`config.mk`:
```
export PLATFORM = sky130hd
export DESIGN_NAME = fifo_ptr_status
export DESIGN_NICKNAME = d
export VERILOG_FILES = /design/src/rtl/fifo_ptr_status_pkg.sv /design/src/rtl/ptr_sync_chain.sv /design/src/rtl/fifo_ptr_status.sv
export SDC_FILE = /design/constraint.sdc
export NUM_CORES = 1
export LEC_CHECK = 0
export CORE_ASPECT_RATIO = 1.5
export CORE_UTILIZATION = 35
export DETAILED_ROUTE_END_ITERATION = 8
export PLACE_DENSITY_LB_ADDON = 0.25
export SYNTH_ARGS = -nofsm -noshare
export SYNTH_HDL_FRONTEND = slang
export SYNTH_SLANG_ARGS = --single-unit
```
`constraint.sdc`:
```
create_clock -name clk -period 6 [get_ports clk]
set_input_delay 0.9 -clock clk [delete_from_list [all_inputs] [get_ports clk]]
set_output_delay 0.9 -clock clk [all_outputs]
set_load 0.01 [all_outputs]
```
`src/rtl/fifo_ptr_status_pkg.sv`:
```
// rtl/fifo_ptr_status_pkg.sv - shared encodings and gray/binary helpers for the FIFO pointer crossing
package fifo_ptr_status_pkg;

    localparam int SIDE_WR = 0;
    localparam int SIDE_RD = 1;

    localparam int              ERR_CNT_W   = 8;
    localparam logic [ERR_CNT_W-1:0] ERR_CNT_MAX = 8'd255;

    // Helpers work on a wide vector; narrower pointers are zero-extended,
    // which leaves the decode of the low bits unchanged.
    localparam int GRAY_W = 32;

    function automatic logic [GRAY_W-1:0] gray2bin(input logic [GRAY_W-1:0] gray);
        logic [GRAY_W-1:0] bin;
        bin[GRAY_W-1] = gray[GRAY_W-1];
        for (int i = GRAY_W - 2; i >= 0; i--) begin
            bin[i] = bin[i+1] ^ gray[i];
        end
        return bin;
    endfunction

    function automatic logic [GRAY_W-1:0] bin2gray(input logic [GRAY_W-1:0] bin);
        return bin ^ (bin >> 1);
    endfunction

endpackage

```
`src/rtl/ptr_sync_chain.sv`:
```
// rtl/ptr_sync_chain.sv - multi-flop synchronizer for a gray-coded pointer bus
module ptr_sync_chain #(
    parameter int width  = 9,
    parameter int stages = 2
) (
    input  logic             clk,
    input  logic             rst_n,
    input  logic [width-1:0] d,
    output logic [width-1:0] q
);

    logic [width-1:0] stage_q [stages];

    always_ff @(posedge clk or negedge rst_n) begin
        if (!rst_n) begin
            for (int i = 0; i < stages; i++) begin
                stage_q[i] <= '0;
            end
        end else begin
            stage_q[0] <= d;
            for (int i = 1; i < stages; i++) begin
                stage_q[i] <= stage_q[i-1];
            end
        end
    end

    assign q = stage_q[stages-1];

endmodule

```
`src/rtl/fifo_ptr_status.sv`:
```
// rtl/fifo_ptr_status.sv - synchronizes the remote gray pointer and derives full/empty, level, almost and error tracking
module fifo_ptr_status
    import fifo_ptr_status_pkg::*;
#(
    parameter int addrsize      = 8,
    parameter int side          = SIDE_WR,
    parameter int sync_stages   = 2,
    parameter int almost_thresh = 2
) (
    input  logic                 clk,
    input  logic                 rst_n,
    input  logic [addrsize:0]    ptr_local,
    input  logic [addrsize:0]    ptr_remote,
    input  logic                 c,
    input  logic                 err_clr,
    output logic                 state,
    output logic                 almost,
    output logic [addrsize:0]    level,
    output logic                 err,
    output logic [ERR_CNT_W-1:0] err_cnt
);

    localparam int PW = addrsize + 1;
    localparam logic [addrsize:0] FULL_MASK        = PW'(3) << (addrsize - 1);
    localparam logic [addrsize:0] ALMOST_FULL_LVL  = PW'((2 ** addrsize) - almost_thresh);
    localparam logic [addrsize:0] ALMOST_EMPTY_LVL = PW'(almost_thresh);

    logic [addrsize:0] ptr_sync;
    logic [addrsize:0] bin_local;
    logic [addrsize:0] bin_sync;

    ptr_sync_chain #(
        .width  (PW),
        .stages (sync_stages)
    ) u_sync (
        .clk   (clk),
        .rst_n (rst_n),
        .d     (ptr_remote),
        .q     (ptr_sync)
    );

    // Decode only the synchronized copy; the raw remote bus may be mid-transition.
    assign bin_local = PW'(gray2bin(GRAY_W'(ptr_local)));
    assign bin_sync  = PW'(gray2bin(GRAY_W'(ptr_sync)));

    generate
        if (side == SIDE_WR) begin : g_wr
            assign level  = bin_local - bin_sync;
            assign state  = (ptr_local == (ptr_sync ^ FULL_MASK));
            assign almost = (level >= ALMOST_FULL_LVL);
        end else begin : g_rd
            assign level  = bin_sync - bin_local;
            assign state  = (ptr_local == ptr_sync);
            assign almost = (level <= ALMOST_EMPTY_LVL);
        end
    endgenerate

    always_ff @(posedge clk or negedge rst_n) begin
        if (!rst_n) begin
            err     <= 1'b0;
            err_cnt <= '0;
        end else if (err_clr) begin
            err     <= 1'b0;
            err_cnt <= '0;
        end else if (c && state) begin
            err <= 1'b1;
            if (err_cnt != ERR_CNT_MAX) begin
                err_cnt <= err_cnt + 1'b1;
            end
        end
    end

endmodule

```
==> reports/metrics.cfg <==
[routing]
drt_iter0_drc=37
antenna_left=0
drt_pre_antenna_iters=4
vias=1264
vias_per_cell=4.88
drc_errors=0
drt-total-wl_um=3300
post_drt_wl_per_cell_um=12.7

[timing]
grt_setup_unrepaired=no
tns_ns=0
timing.hold.ws_ns=0.351
final.min_clock_period_ns=5.75
final-setup-viol-count=0
finalHoldViolations=0
slew_headroom_pct=25.8
worstMarginPinSlew_ns=1.11
max_freq_mhz=174
finClkSkew_ns=0.00773
period_share_pct=95.8
drv_slew=0

[finish]
final_cell_mix=clkdlybuf4s50_1 (39), dfrtp_1 (27), nor2_1 (17)
antenna-diode-count=0
postLayoutCellArea_sq_um=2230
final_common_cell=clkdlybuf4s50_1
finalNetCount=227
fin_util_pct=49.2
final_layout_size_suffix_gt1_share_pct=10.3
layoutNonFillerInstCount=259
area_delta_synth_final_pct=35.1

[flow_run]
cap_violations=0

[logic_synthesis]
muxShareOfSynthArea_pct=0.606
synth_seq_cells=27
synth_fp_nets=178
synth_area_sq_um=1650
synth_top_family_by_area=XOR/XNOR gates
synthXorXnorAreaFrac_pct=26.2
synth_seq_area_share_pct=40.9
yosysWarningCount=0
synth_cell_types=42
yosys.area_share.simple_pct=13.8
synth_compound_area_share_pct=7.42
synthAdderAreaFrac_pct=8.63
syn_avg_cell_area_sq_um=11.2
synthCells=147

[setup_path]
crit_slowest_cell=clkdlybuf4s50_1
critical-path-max-stage-delay_ns=0.55
crit_path_cell_trace=clkdlybuf4s50_1 -> xnor3_1 -> xnor3_2 -> xnor2_2 -> xor2_1 -> ha_1 -> fa_1 -> inv_1 -> and3_1 -> a22oi_1 -> a31oi_2 -> nor4_1 -> a311o_1 -> a41o_1 -> clkdlybuf4s50_1
crit_path_max_fanout=3
cp-start-kind=input pin
cpMostUsedCell=clkdlybuf4s50_1
end_kind=primary output
cp_data_required_time_ns=5.10
worstSetupPathDepth=15
r2r_cells=6
cp_top_family=buffers and inverters
cp.arrival_ns=4.85
path_buf_inv=3
crit_type=in2out

[place]
dp.cells=253
gp_congestion=0.790
port_buffers=41
hpwl_um=2710
dpl_cell_area_sq_um=2150

[power]
power_density_nw_per_um2=347
leakagePower_uw=0.000987
ir_drop_v=0.000181

[clocking]
clock_latency_ns=0.26
cts_buffers=3
cts_tree=done
clkTransAtPathRegs_ns=0.08
cts-root-buf=clkbuf_8
cts_max_level=1
cts_buffer_depth=2
clkSinkCount=27
cts_hold_buf=0

[grt]
grt_max_degree=28
grt_usage_pct=13.7
grt_pass1_vias=1245
grt_pass1_wl_um=5320
antenna_found_initial=0
grt-ovfl-total=0

[floorplan]
die_h_um=86.2
core_area_sq_um=4540
initial_utilization_pct=36.4
die_w_um=58.1
ioPinCount=42
die_area_sq_um=5010
rows=30

[min_path]
whs_path_depth=0
holdCritPathClass=reg2reg

[status]
outcome=completed

## per-layer routing
metal  wire (um)  GRT usage, %  vias up  part of all wire [%]
li1            -             -      604                     -
met1        1320          14.8      612                    40
met2        1800          26.5       42                    55
met3         129          1.66        6                   3.9
met4          50          4.33        0                   1.5
met5           0             0        -                     0
## flip-flops by register name (all words and copies together) (netlist names)
signal          flops
err_cnt             8
u_sync.stage_q      9
u_sync.q            9
err                 1
## synth_stat cells (all sizes together)
cell type / instances / area, sq um
o2111ai: 1 / 8.76
xnor3: 3 / 70.1
a31oi: 1 / 6.26
nor2: 17 / 63.8
xor3: 3 / 73.8
nor2b: 1 / 6.26
mux2i: 1 / 10.0
buf: 1 / 3.75
or4b: 1 / 10.0
and4: 1 / 11.3
a21oi: 2 / 13.8
xor2: 16 / 140
nor4: 3 / 18.8
nand4bb: 1 / 11.3
a41o: 1 / 10.0
a22oi: 1 / 7.51
and2: 1 / 6.26
a311o: 1 / 10.0
dfrtp: 27 / 676
and3: 3 / 18.8
nor4b: 1 / 8.76
nand4: 3 / 18.8
o31ai: 1 / 7.51
o211ai: 1 / 12.5
xnor2: 17 / 149
ha: 8 / 100
a21o: 1 / 7.51
nor3: 1 / 5.00
a2111oi: 1 / 8.76
nand2: 5 / 18.8
a211oi: 2 / 20.0
or4: 1 / 7.51
maj3: 2 / 22.5
nand3: 3 / 15.0
inv: 10 / 37.5
o21ai: 2 / 10.0
nand3b: 1 / 7.51
fa: 1 / 20.0
## layout make-up
| class | instances | area (sq um) |
|---|---|---|
| fillers | 439 | 2310 |
| multi-input cells | 109 | 950 |
| flip-flops and latches | 27 | 676 |
| repair buffers | 45 | 445 |
| well taps | 64 | 80.1 |
| clock buffers | 4 | 45.0 |
| inverters | 10 | 37.5 |
## final timing paths
check,from,endpoint,slack (ns)
worst max-delay path,ptr_local[4],almost,0.25
worst min-delay path,u_sync.stage_q[12]$_DFF_PN0_,u_sync.q[3]$_DFF_PN0_,0.35
worst max register to register,u_sync.q[8]$_DFF_PN0_,err_cnt[4]$_DFFE_PN0P_,3.56
worst min register to register,u_sync.stage_q[12]$_DFF_PN0_,u_sync.q[3]$_DFF_PN0_,0.35
max in group asynchronous,rst_n,u_sync.q[5]$_DFF_PN0_,4.11
min in group asynchronous,rst_n,err_cnt[4]$_DFFE_PN0P_,1.23
## timing repair
item,in CTS,in global routing
setup buffers,0,2
setup endpoints to repair,0,1
resized for setup,0,4
## kinds of logic after synthesis
kind of cell,count (synthesis)
compound gates,15
xor+xnor,39
fa+ha+maj,11
buf+inv,11
flops,27
mux,1
simple gates,43
## where the power goes
| group | internal (uW) | switching [uW] |
|---|---|---|
| registers | 188 | 4.09 |
| logic | 262 | 224 |
| clock network | 47.4 | 49.7 |
## per-stage QoR
stage          power [uW]  worst slack, ns
2_1_floorplan         475             1.05
3_5_place_dp          674           0.0829
4_1_cts               772           0.0800
3_3_place_gp          662            0.173
6_report              775            0.254
5_1_grt               834           0.0951
## worst register-to-register path, cell delays in order, from the launching register on
cell and delay [ns]:
dfrtp_1 0.43, xor2_1 0.46, or4b_2 0.71, nor2_1 0.35, nand4_1 0.16, xor2_1 0.15, nor2_1 0.06
Note: power is estimated with default switching activity, not from simulation.
